## src/rtl/fetch_pkg.sv

```systemverilog
`default_nettype none
// ============================================================================
//  Module      : fetch_pkg
//  Description : Shared types and constants for the instruction fetch stage.
//                NOP_INSTR is the canonical RISC-V NOP (addi x0, x0, 0)
//                shown to decode whenever the fetch buffer is empty.
//                fetch_entry_t is one buffered {pc, instr} pair.
//  Revision    : 1.0 - initial release
// ============================================================================
package fetch_pkg;

   localparam logic [31:0] NOP_INSTR = 32'h0000_0013;

   typedef struct packed {
      logic [31:0] pc;
      logic [31:0] instr;
   } fetch_entry_t;

endpackage
`default_nettype wire

```

## src/rtl/fetch_fifo.sv

```systemverilog
`default_nettype none
// ============================================================================
//  Module      : fetch_fifo
//  Description : Synchronous FIFO of DEPTH entries (power of two, >= 2) with
//                push/pop/flush, full/empty flags and head data.
//                Flush empties the FIFO and resets both pointers; it
//                overrides push and pop in the same cycle.
//  Ports       : clk, rst_n (async active-low)
//                push, wr_data   - write wr_data at tail
//                pop             - advance head
//                flush           - discard all entries
//                head_data       - entry at head (meaningful when !empty)
//                full, empty     - occupancy flags
//  Revision    : 1.0 - initial release
// ============================================================================
module fetch_fifo
   import fetch_pkg::*;
#(
   parameter int  DEPTH = 2,
   parameter type T     = fetch_entry_t
)(
   input  logic clk,
   input  logic rst_n,
   input  logic push,
   input  logic pop,
   input  logic flush,
   input  T     wr_data,
   output T     head_data,
   output logic full,
   output logic empty
);

   localparam int PW = $clog2(DEPTH);
   localparam int CW = PW + 1;

   generate
      if (DEPTH < 2 || (DEPTH & (DEPTH - 1)) != 0) begin : g_bad_depth
         $error("fetch_fifo: DEPTH must be a power of two and at least 2");
      end
   endgenerate

   logic [PW-1:0] head;
   logic [PW-1:0] tail;
   logic [CW-1:0] count;
   T              mem [DEPTH];
   logic          do_push;
   logic          do_pop;

   assign full      = (count == CW'(DEPTH));
   assign empty     = (count == '0);
   assign head_data = mem[head];

   // Guard against misuse: never pop an empty FIFO, and only push into a
   // full FIFO when an entry leaves in the same cycle.
   assign do_pop  = pop & ~empty;
   assign do_push = push & (~full | do_pop);

   // Pointers wrap naturally because DEPTH is a power of two.
   always_ff @(posedge clk or negedge rst_n) begin
      if (!rst_n) begin
         head  <= '0;
         tail  <= '0;
         count <= '0;
      end else if (flush) begin
         head  <= '0;
         tail  <= '0;
         count <= '0;
      end else begin
         if (do_push) tail <= tail + 1'b1;
         if (do_pop)  head <= head + 1'b1;
         case ({do_push, do_pop})
            2'b10:   count <= count + 1'b1;
            2'b01:   count <= count - 1'b1;
            default: count <= count;
         endcase
      end
   end

   // Storage needs no reset: entries are only observable while counted.
   always_ff @(posedge clk) begin
      if (do_push && !flush) mem[tail] <= wr_data;
   end

endmodule
`default_nettype wire

```

## src/rtl/fetch_stage.sv

```systemverilog
`default_nettype none
// ============================================================================
//  Module      : fetch_stage
//  Description : Instruction fetch stage. Owns the PC, addresses instruction
//                memory combinationally, buffers {pc, instr} pairs in a
//                DEPTH-entry FIFO and hands them to decode over valid/ready.
//                A redirect flushes the buffer and restarts the PC at the
//                word-aligned target.
//  Ports       : clk, rst_n (async active-low)
//                imem_addr  (out 32) / imem_rdata (in 32)  - instruction memory
//                redirect_valid, redirect_pc (in)          - branch/jump target
//                dec_valid, dec_instr, dec_pc, dec_pc_plus4 (out), dec_ready (in)
//  Revision    : 1.0 - initial release
// ============================================================================
module fetch_stage
   import fetch_pkg::*;
#(
   parameter logic [31:0] RESET_PC = 32'h0000_0000,
   parameter int          DEPTH    = 2
)(
   input  logic        clk,
   input  logic        rst_n,
   output logic [31:0] imem_addr,
   input  logic [31:0] imem_rdata,
   input  logic        redirect_valid,
   input  logic [31:0] redirect_pc,
   output logic        dec_valid,
   input  logic        dec_ready,
   output logic [31:0] dec_instr,
   output logic [31:0] dec_pc,
   output logic [31:0] dec_pc_plus4
);

   logic [31:0]  pc;
   logic         push;
   logic         pop;
   logic         full;
   logic         empty;
   fetch_entry_t wr_entry;
   fetch_entry_t head_entry;

   assign imem_addr = pc;

   assign dec_valid = ~empty;
   assign pop       = dec_valid & dec_ready;
   // A full buffer can still accept a fetch when decode drains one this cycle.
   assign push      = ~redirect_valid & (~full | pop);

   assign wr_entry.pc    = pc;
   assign wr_entry.instr = imem_rdata;

   // Redirect wins over everything; misaligned low bits are simply dropped.
   always_ff @(posedge clk or negedge rst_n) begin
      if (!rst_n) begin
         pc <= RESET_PC;
      end else if (redirect_valid) begin
         pc <= redirect_pc & ~32'h0000_0003;
      end else if (push) begin
         pc <= pc + 32'd4;
      end
   end

   fetch_fifo #(
      .DEPTH (DEPTH),
      .T     (fetch_entry_t)
   ) u_fifo (
      .clk       (clk),
      .rst_n     (rst_n),
      .push      (push),
      .pop       (pop),
      .flush     (redirect_valid),
      .wr_data   (wr_entry),
      .head_data (head_entry),
      .full      (full),
      .empty     (empty)
   );

   // Present a clean NOP at address 0 when empty so no stale data leaks out.
   assign dec_instr    = empty ? NOP_INSTR : head_entry.instr;
   assign dec_pc       = empty ? 32'h0     : head_entry.pc;
   assign dec_pc_plus4 = dec_pc + 32'd4;

endmodule
`default_nettype wire
```

## config.mk

```make
export PLATFORM = sky130hd
export DESIGN_NAME = fetch_stage
export DESIGN_NICKNAME = d
export VERILOG_FILES = /design/src/rtl/fetch_pkg.sv /design/src/rtl/fetch_fifo.sv /design/src/rtl/fetch_stage.sv
export SDC_FILE = /design/constraint.sdc
export NUM_CORES = 1
export LEC_CHECK = 0
export ABC_AREA = 1
export CAP_MARGIN = 15
export CORE_MARGIN = 2
export CORE_UTILIZATION = 54
export DETAILED_ROUTE_END_ITERATION = 8
export PLACE_DENSITY_LB_ADDON = 0.1
export SLEW_MARGIN = 5
export SYNTH_ARGS = -nofsm -noshare
export SYNTH_HDL_FRONTEND = slang
export SYNTH_SLANG_ARGS = --single-unit
```

## constraint.sdc

```tcl
create_clock -name clk -period 12.5 [get_ports clk]
set_clock_uncertainty 0.2 [all_clocks]
set_input_delay 2.5 -clock clk [delete_from_list [all_inputs] [get_ports clk]]
set_output_delay 2.5 -clock clk [all_outputs]
set_load 0.1 [all_outputs]
```

Yosys cells after proc, flatten, opt, wreduce, memory -nomap -nowiden
Memories as Yosys holds them, arrays and structs flattened.
Cells that the tools add are included.
{"block": "word_totals", "mem_bits_rw": 128, "wordCells": 42, "reg_bits": 36, "memories": 1, "out_inout_bits": 129, "input_bits": 68}
{"name": "u_fifo.mem", "words": 2, "word_bits": 64, "rd": 1, "rd_ports_with_merged_regs": 0, "write_ports": 1, "line_no": "fetch_fifo.sv:45", "rtl": "T mem [DEPTH];"}
{"block": "classes", "addsub": 6, "eq_ne": 3, "bitwise": 9, "n_mux": 12, "n_reduce_logical": 7}
{"operator": "$mux W32", "count": 4}
{"operator": "$add A32 B3 Y32 const B", "count": 2}
{"operator": "$mux W1", "count": 6}
{"operator": "$reduce_bool A2 Y1", "count": 3}
{"operator": "$and A1 B1 Y1", "count": 4}
{"operator": "$eq A2 B2 Y1 const B", "count": 2}
{"operator": "$pmux W2 S2", "count": 1}
{"operator": "$not A1 Y1", "count": 3}
{"operator": "$reduce_bool A3 Y1", "count": 1}
{"operator": "$add A1 B1 Y1 const B", "count": 2}
{"operator": "$add A2 B1 Y2 const B", "count": 1}
{"operator": "$eq A2 B1 Y1 const B", "count": 1}
{"operator": "$logic_not A2 Y1", "count": 1}
{"operator": "$mux W2", "count": 1}
{"operator": "$or A1 B1 Y1", "count": 2}
{"operator": "$sub A2 B1 Y2 const B", "count": 1}
{"operator": "$logic_and A1 B1 Y1", "count": 1}
{"operator": "$logic_not A1 Y1", "count": 1}

Longest topological paths before layout
Gate-level depths: netlist (run 1).
{"block": "depth", "ltp_word": 9, "mapped_depth": 14, "depth_no_buf": 13}

By module
Synthesis (run 1) repeated with hierarchy kept, for this count alone.
{"block": "hier_totals", "hier_cells": 1055, "hier_area_um2": 8677.1}
{"mod": "fetch_fifo", "seq_area_each_um2": 3943.8, "cells_each": 374, "n_inst": 1, "area_each_um2": 4890.9}
{"mod": "fetch_stage", "seq_area_each_um2": 750.7, "cells_each": 681, "n_inst": 1, "area_each_um2": 3786.1}

Worst setup path after synthesis (run 1)
No wires, ideal clock.
{"block": "synth_path", "path_type": "flip-flop to output port", "startpoint": "reg u_fifo.count[0]", "endpoint": "out dec_pc_plus4[14]", "t_required_ns": 9.800, "slack_ns": 5.579, "arrival_ns": 4.221, "stages_incl_launch_ff": 13, "path_buffers": 2, "path_cell_list": "dfrtp_1 nor2_2 inv_2 buf_2 buf_2 nand2_1 inv_1 ha_1 inv_1 nor2_2 inv_1 nor2_2 xor2_1"}
{"block": "synth_between", "elab_chain_len": 3}
{"item": "start: declaration", "line_no": "fetch_fifo.sv:44", "rtl": "logic [CW-1:0] count;"}
{"item": "start signal: assignment", "line_no": "fetch_fifo.sv:72", "rtl": "2'b10: count <= count + 1'b1;"}
{"item": "start signal: assignment", "line_no": "fetch_fifo.sv:73", "rtl": "2'b01: count <= count - 1'b1;"}
{"item": "start signal: assignment", "line_no": "fetch_fifo.sv:74", "rtl": "default: count <= count;"}
{"item": "$logic_not A2 Y1", "line_no": "fetch_fifo.sv:50", "rtl": "assign empty = (count == '0);"}
{"item": "$mux W32", "line_no": "fetch_stage.sv:80", "rtl": "assign dec_pc = empty ? 32'h0 : head_entry.pc;"}
{"item": "via dec_pc[3]", "line_no": "fetch_stage.sv:30", "rtl": "output logic [31:0] dec_pc,"}
{"item": "$add A32 B3 Y32", "line_no": "fetch_stage.sv:81", "rtl": "assign dec_pc_plus4 = dec_pc + 32'd4;"}
{"item": "end: declaration", "line_no": "fetch_stage.sv:31", "rtl": "output logic [31:0] dec_pc_plus4"}
The timed path passes the listed nets, and every way through them passes these cells.

Worst setup path in the final report (run 1)
{"block": "layout_path", "startpoint": "reg u_fifo.head", "endpoint": "out dec_pc_plus4[17]"}
{"block": "layout_between", "elab_chain_len": 3}
{"item": "start: declaration", "line_no": "fetch_fifo.sv:42", "rtl": "logic [PW-1:0] head;"}
{"item": "start signal: assignment", "line_no": "fetch_fifo.sv:70", "rtl": "if (do_pop) head <= head + 1'b1;"}
{"item": "$mem_v2 Z2 W64"}
{"item": "$mux W32", "line_no": "fetch_stage.sv:80"}
{"item": "$add A32 B3 Y32", "line_no": "fetch_stage.sv:81"}
Every way passes these cells.

==> metrics.cfg, run 1 <==
[setup_path]
start_kind=flip-flop
critical_path_arrival_ns=4.38
path_buf_inv=4
end_kind=output port
path_cells=buf_4 -> inv_2 -> buf_4 -> nand2_1 -> nand2_1 -> nand3_1 -> nor2_2 -> nand2_1 -> nor2_1 -> xor2_1 -> clkdlybuf4s50_1
worst_path_max_delay_cell=clkdlybuf4s50_1
cp.required_ns=9.80
crit_family=buffers and inverters
path_common_cell=nand2_1
slowest_delay_ns=1.15
path_max_fanout=65
criticalPathCategory=reg2out

[logic_synthesis]
syn_avg_cell_area_um2=8.596
yosysUniqueCellTypes=34
synth-seq-cells=158
ys_seq_area_share_pct=57.47
synth_warnings=0
synthFlopType=edfxtp_1
netlist_instances=926
async_reset_ff_share_pct=21.52
synth_edf_count=124
synth_area_mm2=0.007960

[grt]
grt_usage_pct=26.51
grt.overflow.total=0
grt_pass1_vias=6316
grt_pass1_wl_um=32410
antenna_found_initial=0
grt_max_degree=66

[die]
initial_utilization_pct=54.98
fp-row-count=44
fp.coreArea_mm2=0.01448
pin_count=197
chipWidth_um=125.4
dieArea_mm2=0.01573
die_y_um=125.4

[detailed_routing]
drtPass1Iterations=6
wl_um=20390
routed.top_layer=met4
met1_length_um=8900
route.met3.wl_um=1390
drc=0
vias=6824
wl_per_cell_um=15.62
drt_iter0_markers=507
route.met2.wl_um=9769
ant_nets=0
vias_per_cell=5.229

[cts]
ctsResizeCount=0
postCtsSetupBuffers=0
clk_path_buf_depth=2
h-tree-depth=4
cts_tree=yes
hold_buffers=0
path_clk_slew_ns=0.06
cts_buffers=17
cts_root_buf=clkbuf_16
insertion_delay_ns=0.42
cts_sinks=158

[placement]
portBuffers=188
dp.cells=1273
placedInstanceArea_mm2=0.009948
gp_congestion=0.8892
place_hpwl_um=14420

[sta]
worst_pin_slew_ns=1.034
fmax_mhz=141.2
hold_viol_final=0
finalSetupTns_ns=0
fin_crit_sh_pct=56.66
finalSetupViolations=0
max_slew_margin_pct=30.84
layout_min_cycle_time_ns=7.082
drv_slew=0
rsz0062_at_grt=no

[power]
p_per_area_mw_per_mm2=170.0
vdd_ir_drop_max_uv=114.1
power_mw=1.794
p_leak_nw=4.331

[run_status]
outcome=completed

[final_layout]
stdcell_count=1305
final_util_pct=72.90
syn_to_final_growth_pct=32.60
fin_nets=1178
postLayoutCellArea_mm2=0.01056
antenna_cells=0
drive_gt1_share_pct=5.531

[hold_path]
hold_class=reg2reg

[job]
maxCapViolCount=0

-- through the flow --
step / setup slack (ns) / hold WS, ns
finish: 5.418 / 0.3634
global route: 5.132 / 0.3699
CTS: 5.388 / 0.3631
detailed placement: 5.837 / 0.3438
global placement: 5.860 / 0.3466
floorplan: 5.579 / 0.3238
-- state kept, by name, summed over array words and instances, names as in the netlist --
signal,count
u_fifo.tail,1
u_fifo.head,1
imem_addr,30
u_fifo.count,2
u_fifo.mem,124
-- cell usage in the layout (no fill, tap or decap), types with 6 or more instances in the layout --
cell	instances
clkbuf_16	17
conb_1	6
nand2_1	351
a21oi_1	34
dfrtp_1	33
nand3_1	77
o21ai_0	14
xor2_1	21
nor3_1	12
edfxtp_1	124
buf_4	7
inv_1	76
nor2_2	9
clkdlybuf4s50_1	188
nor2_1	94
o21bai_1	7
-- kinds of logic after synthesis --
kind of cell	after synthesis	share of synthesized area, %
xor+xnor	21	2.311
simple gates	560	28.70
flops	158	57.47
compound gates	68	4.778
buf+inv	116	6.382
fa+ha+maj	2	0.3143
other cells	1	0.04711
-- report_power, final --
part           leakage, nW  total [mW]  switching (mW)  internal, mW
logic                 2.46       0.628           0.494         0.134
registers             1.57       0.646          0.0319         0.615
clock network        0.295       0.520           0.219         0.301
total                 4.33        1.79           0.745          1.05
-- per-layer routing --
metal / vias up / track usage [%]
met5: - / 0
met3: 27 / 5.734
met1: 3152 / 36.37
met2: 279 / 42.81
li1: 3366 / -
met4: 0 / 8.105
-- worst reg2reg max path, cell delays in order (launching register included) --
cell and delay (ns):
dfrtp_1 0.40, inv_1 0.08, nor2_1 0.06, nand2_2 0.18, nand2_1 0.42, nor2_4 0.71
buf_4 0.58
-- synthesized netlist by cell type, types with 4 or more instances --
cell type    n  area share (%)
buf_2       10            0.63
o211ai_1     4            0.38
nor2_1      96             4.5
nand2_2      5            0.39
buf_6        4            0.57
buf_4        8            0.75
inv_1       76             3.6
dfrtp_1     34              11
nor3_1      12            0.75
clkbuf_1    13            0.61
nand3_1     77             4.8
a21oi_1     34             2.1
nand2_1    351              17
nor2_2       9            0.71
o21ai_0     14            0.88
edfxtp_1   124              47
xor2_1      21             2.3
o21bai_1     7            0.66
-- final timing paths --
| path | start | end | slack [ns] | cells past startpoint |
|---|---|---|---|---|
| hold reg to reg | imem_addr[31] | u_fifo.mem[1][63] | 0.36 | 0 |
| min in group asynchronous | rst_n | imem_addr[24] | 2.30 | 2 |
| max in group asynchronous | rst_n | u_fifo.head | 9.42 | 2 |
| hold / removal | imem_addr[31] | u_fifo.mem[1][63] | 0.36 | 0 |
| setup reg to reg | u_fifo.count[1] | u_fifo.mem[1][7] | 9.47 | 6 |
| setup / recovery | u_fifo.head | dec_pc_plus4[17] | 5.42 | 11 |
-- final cells by class --
type,instances,area [µm²]
Sequential cell,158,4576
Fill cell,1119,3924
Multi-Input combinational cell,657,2912
Timing Repair Buffer,195,1934
Clock buffer,17,425.4
Inverter,79,296.5
Tap cell,184,230.2
Clock inverter,15,181.4
(Power assumes the default switching activity.)
==> inputs of run 2 (changes only) <==
CORE_UTILIZATION = 50   (was 54)
clock period = 6.75 ns   (was 12.5 ns; I/O delays follow)
==> metrics.cfg, run 2 (synthesized netlist as in run 1, its figures left out) <==
[run_status]
outcome=completed  ; unchanged

[die]
chipWidth_um=130.2  ; was 125.4 µm
pin_count=197  ; unchanged
initial_utilization_pct=50.66  ; was 54.98%
die_y_um=130.2  ; was 125.4 µm
dieArea_mm2=0.01695  ; was 0.01573 mm²
fp-row-count=46  ; was 44
fp.coreArea_mm2=0.01571  ; was 0.01448 mm²

[setup_path]
slowest_delay_ns=1.15  ; about the same
worst_path_max_delay_cell=clkdlybuf4s50_1  ; unchanged
criticalPathCategory=reg2out  ; unchanged
path_max_fanout=62  ; was 65
worstReg2RegEnd=u_fifo.mem[0][5]  ; was u_fifo.mem[1][7]
critical_path_arrival_ns=3.95  ; was 4.38 ns
cp.required_ns=5.20  ; was 9.80 ns
r2r.worst_path.cells=6  ; unchanged
r2r_slack_ns=3.85  ; was 9.47 ns
start_kind=flip-flop  ; unchanged
end_kind=output port  ; unchanged
r2r-start=u_fifo.count[1]  ; unchanged
path_common_cell=nand2_1  ; unchanged
path_cells=inv_2 -> nand2_1 -> nand2_1 -> nand3_1 -> nor2_2 -> nand2_1 -> nor2_1 -> xor2_1 -> clkdlybuf4s50_1  ; was buf_4 -> inv_2 -> buf_4 -> nand2_1 -> nand2_1 -> nand3_1 -> nor2_2 -> nand2_1 -> nor2_1 -> xor2_1 -> clkdlybuf4s50_1

[grt]
grt.overflow.total=0  ; unchanged
grt_pass1_vias=6182  ; was 6316
grt_max_degree=65  ; was 66
grt_usage_pct=24.67  ; was 26.51%
grt_pass1_wl_um=31610  ; was 32410 µm
antenna_found_initial=0  ; unchanged

[sta]
worst_pin_slew_ns=1.116  ; was 1.034 ns
layout_min_cycle_time_ns=5.496
layout_setup_ws_ns=1.254  ; was 5.418 ns
drv_slew=0  ; unchanged
finalSetupViolations=0  ; unchanged
fmax_mhz=182.0
rsz0062_at_grt=no  ; unchanged
hold_viol_final=0  ; unchanged
finalSetupTns_ns=0  ; unchanged
fin_crit_sh_pct=81.42
holdWs_ns=0.4055  ; was 0.3634 ns
max_slew_margin_pct=25.48  ; was 30.84%

[final_layout]
postLayoutCellArea_mm2=0.01057  ; was 0.01056 mm²
stdcell_count=1336  ; was 1305
multi_input_area_mm2=0.002912  ; unchanged
seqCellArea_mm2=0.004576  ; unchanged
mostFrequentLayoutCell=nand2_1  ; unchanged
drive_gt1_share_pct=6.964  ; was 5.531%
largest-register=u_fifo.mem  ; unchanged
syn_to_final_growth_pct=32.77  ; was 32.60%
final_util_pct=67.26  ; was 72.90%
antenna_cells=0  ; unchanged
fin_nets=1177  ; was 1178
fill_cells=1283  ; was 1119
layout_common_cells=nand2_1 (351), clkdlybuf4s50_1 (171), edfxtp_1 (124)  ; was nand2_1 (351), clkdlybuf4s50_1 (188), edfxtp_1 (124)
largest_register_ffs=124  ; unchanged

[cts]
cts_tree=yes  ; unchanged
postCtsSetupBuffers=0  ; unchanged
ctsResizeCount=0  ; unchanged
path_clk_slew_ns=0.06  ; about the same
cts_sinks=158  ; unchanged
cts_buffers=17  ; unchanged
h-tree-depth=4  ; unchanged
hold_buffers=0  ; unchanged
insertion_delay_ns=0.43  ; was 0.42 ns
cts_root_buf=clkbuf_16  ; unchanged
clk_path_buf_depth=2  ; unchanged

[power]
vdd_ir_drop_max_uv=283.9  ; was 114.1 µV
pwr-share-comb_pct=34.4  ; was 35.0%
power_mw=3.356  ; was 1.794 mW
p_seq_share_pct=35.7  ; was 36.0%
p_per_area_mw_per_mm2=317.6  ; was 170.0 mW/mm²
p_clk_share_pct=29.9  ; was 29.0%
p_leak_nw=4.359  ; was 4.331 nW
p_switching_mw=1.381  ; was 745.0 µW
internal-power_mw=1.975  ; was 1.049 mW
switching_share_pct=41.15  ; was 41.52%

[detailed_routing]
drtPass1Iterations=7  ; was 6
drc=0  ; unchanged
ant_nets=0  ; unchanged
drt_iter0_markers=629  ; was 507
vias=6742  ; was 6824
wl_per_cell_um=15.22  ; was 15.62 µm
wl_um=20330  ; was 20390 µm
vias_per_cell=5.046  ; was 5.229

[placement]
gp_congestion=0.9144  ; was 0.8892
place_hpwl_um=14200  ; was 14420 µm
portBuffers=188  ; unchanged
dp.cells=1304  ; was 1273
dp_slack_ns=1.670  ; was 5.837 ns
placedInstanceArea_mm2=0.009938  ; was 0.009948 mm²

[hold_path]
hold_class=reg2reg  ; unchanged
whs_path_depth=2  ; was 0
min_to=u_fifo.count[1]  ; was u_fifo.mem[1][63]
min_from=u_fifo.count[1]  ; was imem_addr[31]

[job]
maxCapViolCount=0  ; unchanged

[run 2: cell count changes in the layout (fill, tap and decap cells not counted), sizes merged]
| cell | delta |
|---|---|
| clkinv | -2 |
| clkinvlp | +1 |
| bufinv | +1 |
| clkdlybuf4s50 | -17 |
| buf | +16 |
[run 2: worst max path at each step]
stage | startpoint | end | slack, ns | depth (start not counted)
3_3_place_gp | u_fifo.head | dec_pc_plus4[17] | 1.71 | 9
2_1_floorplan | u_fifo.count[0] | dec_pc_plus4[14] | 0.98 | 12
3_5_place_dp | u_fifo.head | dec_pc_plus4[17] | 1.67 | 9
4_1_cts | u_fifo.head | dec_pc_plus4[17] | 1.20 | 9
6_report | u_fifo.head | dec_pc_plus4[17] | 1.25 | 9
5_1_grt | u_fifo.head | dec_pc_plus4[17] | 1.0 | 9
[run 2: final cells by class]
type	instances	area share (%)
flip-flops and latches	158	43.29
clock buffers	17	4.025
inverters	79	2.806
multi-input cells	657	27.55
repair buffers	194	17.83
clock inverters	15	1.942
well taps	216	2.557
[run 2: power by group through the flow]
stage	Clock, mW	Combinational [mW]	Sequential, mW
finish	1.00	1.15	1.20
global route	1.06	1.21	1.21
CTS	1.01	1.16	1.20
detailed placement	0	1.15	1.22
global placement	0	1.15	1.21
floorplan	0	0.742	1.34
[run 2: worst max-delay path, delay by kind of cell (launching register included)]
kind,cells,cell delay (ns)
xor gates and xnor gates,1,0.15
buffers and inverters,2,1.95
DFF,1,0.41
and+or+nand+nor,6,1.00
[run 2: routing by layer]
layer  global-route usage (%)  up-vias  wire, µm
li1                         -     3370         -
met1                    33.16     3096      8871
met2                    40.47      250      9663
met3                    4.346       26      1396
met4                    9.108        0       397
met5                        0        -         0
==> inputs of run 3 (changes only) <==
CORE_UTILIZATION = 45   (was 50)
clock period = 4.9 ns   (was 6.75 ns; I/O delays follow)
==> metrics.cfg, run 3 (synthesized netlist as in run 1, its figures left out) <==
[sta]
rsz0062_at_grt=no  ; unchanged
finalSetupViolations=0  ; unchanged
max_slew_margin_pct=32.09  ; was 25.48%
layout_min_cycle_time_ns=4.340
fmax_mhz=230.4
fin_crit_sh_pct=88.58
holdWs_ns=0.3768  ; was 0.4055 ns
drv_slew=0  ; unchanged
hold_viol_final=0  ; unchanged
worst_pin_slew_ns=1.015  ; was 1.116 ns

[die]
die_y_um=137  ; was 130.2 µm
fp.coreArea_mm2=0.01730  ; was 0.01571 mm²
fp-row-count=48  ; was 46
chipWidth_um=137  ; was 130.2 µm
dieArea_mm2=0.01877  ; was 0.01695 mm²
pin_count=197  ; unchanged
initial_utilization_pct=46.02  ; was 50.66%

[placement]
portBuffers=188  ; unchanged
gp_congestion=0.8730  ; was 0.9144
place_hpwl_um=15340  ; was 14200 µm

[final_layout]
drive_gt1_share_pct=14.50  ; was 6.964%
layout_common_cells=nand2_1 (351), edfxtp_1 (124), clkdlybuf4s50_1 (95)  ; was nand2_1 (351), clkdlybuf4s50_1 (171), edfxtp_1 (124)
antenna_cells=0  ; unchanged
largest-register=u_fifo.mem  ; unchanged
final_util_pct=62.69  ; was 67.26%
mostFrequentLayoutCell=nand2_1  ; unchanged
syn_to_final_growth_pct=36.22  ; was 32.77%
fin_nets=1181  ; was 1177
largest_register_ffs=124  ; unchanged

[detailed_routing]
vias_per_cell=5.059  ; was 5.046
wl_um=21190  ; was 20330 µm
wl_per_cell_um=15.71  ; was 15.22 µm
drc=0  ; unchanged
vias=6825  ; was 6742
ant_nets=0  ; unchanged
drtPass1Iterations=5  ; was 7
drt_iter0_markers=548  ; was 629

[job]
maxCapViolCount=0  ; unchanged

[setup_path]
start_kind=flip-flop  ; unchanged
critical_path_arrival_ns=3.16  ; was 3.95 ns
worst_path_max_delay_cell=buf_4  ; was clkdlybuf4s50_1
path_cells=buf_4 -> or2_2 -> nand2_2 -> inv_1 -> ha_1 -> inv_1 -> nor2_2 -> inv_1 -> nor2_2 -> nand3_1 -> nand2_1 -> buf_12  ; was inv_2 -> nand2_1 -> nand2_1 -> nand3_1 -> nor2_2 -> nand2_1 -> nor2_1 -> xor2_1 -> clkdlybuf4s50_1
path_common_cell=inv_1  ; was nand2_1
cp.required_ns=3.72  ; was 5.20 ns
criticalPathCategory=reg2out  ; unchanged
end_kind=output port  ; unchanged
slowest_delay_ns=0.56  ; was 1.15 ns
path_max_fanout=64  ; was 62

[cts]
cts_buffers=17  ; unchanged
postCtsSetupBuffers=0  ; unchanged
cts_sinks=158  ; unchanged
insertion_delay_ns=0.42  ; was 0.43 ns
cts_root_buf=clkbuf_16  ; unchanged
clk_path_buf_depth=2  ; unchanged
hold_buffers=0  ; unchanged
ctsResizeCount=0  ; unchanged
h-tree-depth=4  ; unchanged
path_clk_slew_ns=0.07  ; was 0.06 ns
cts_tree=yes  ; unchanged

[grt]
grt_pass1_wl_um=32460  ; was 31610 µm
grt.overflow.total=0  ; unchanged
antenna_found_initial=0  ; unchanged
grt_max_degree=65  ; unchanged
grt_pass1_vias=6267  ; was 6182
grt_usage_pct=22.81  ; was 24.67%

[power]
p_leak_nw=4.604  ; was 4.359 nW
p_per_area_mw_per_mm2=429.2  ; was 317.6 mW/mm²
vdd_ir_drop_max_uv=266.8  ; was 283.9 µV

[run_status]
outcome=completed  ; unchanged

[hold_path]
hold_class=reg2reg  ; unchanged

run 3: cell count changes in the layout (fill, tap and decap cells not counted), moves of 2 or more:
cell,delta
clkdlybuf4s50_1,-76
buf_4,+48
buf_12,+32
xor2_1,-7
xor2_2,+7
clkinv_4,-3
clkinv_1,+2
clkinvlp_4,-2
inv_6,+2
run 3: routing by layer:
metal	track usage (%)	share of wire, %
met1	31.28	45
met2	36.90	48
met3	4.185	6.0
met4	7.159	1.4
met5	0	0
run 3: metrics by stage:
stage	power, mW	setup slack [ns]	instance area [µm²]	cells	setup TNS, ns
2_1_floorplan	2.880	-0.05194	8031	931	-0.08073
3_3_place_gp	3.346	0.9711	10240	1317	0
3_5_place_dp	3.361	0.9416	10240	1317	0
4_1_cts	4.680	0.4908	10840	1349	0
5_1_grt	4.814	0.3206	10840	1349	0
6_report	4.654	0.5596	10840	1349	0
run 3: final cells by class:
type	count	area [µm²]
sequential	158	4576
multi-input combinational	657	2964
fill	1479	6454
inverter	79	296.5
clock inverter	15	175.2
tap	225	281.5
clock buffer	17	425.4
timing repair buffer	198	2125
run 3: worst paths after layout:
check / end / slack, ns / from / cells past startpoint
setup / recovery: dec_pc_plus4[30] / 0.56 / u_fifo.head / 12
hold / removal: u_fifo.mem[1][63] / 0.38 / imem_addr[31] / 0
setup reg to reg: u_fifo.mem[0][55] / 2.29 / u_fifo.count[1] / 6
hold reg to reg: u_fifo.mem[1][63] / 0.38 / imem_addr[31] / 0
max in group asynchronous: u_fifo.head / 3.35 / rst_n / 2
min in group asynchronous: imem_addr[22] / 0.78 / rst_n / 2
run 3: report_power, final:
group	total [mW]	internal [mW]	switching (mW)
clock network	1.32	0.769	0.556
registers	1.65	1.57	0.0854
logic	1.68	0.395	1.28
total	4.65	2.73	1.92
run 3: worst max-delay path: cells and delay by family (launching register included):
kind,cells,cell delay [ns]
flip-flops,1,0.36
adder cells (fa/ha/maj),1,0.24
AND/OR/NAND/NOR,6,0.98
buffers and inverters,5,1.14
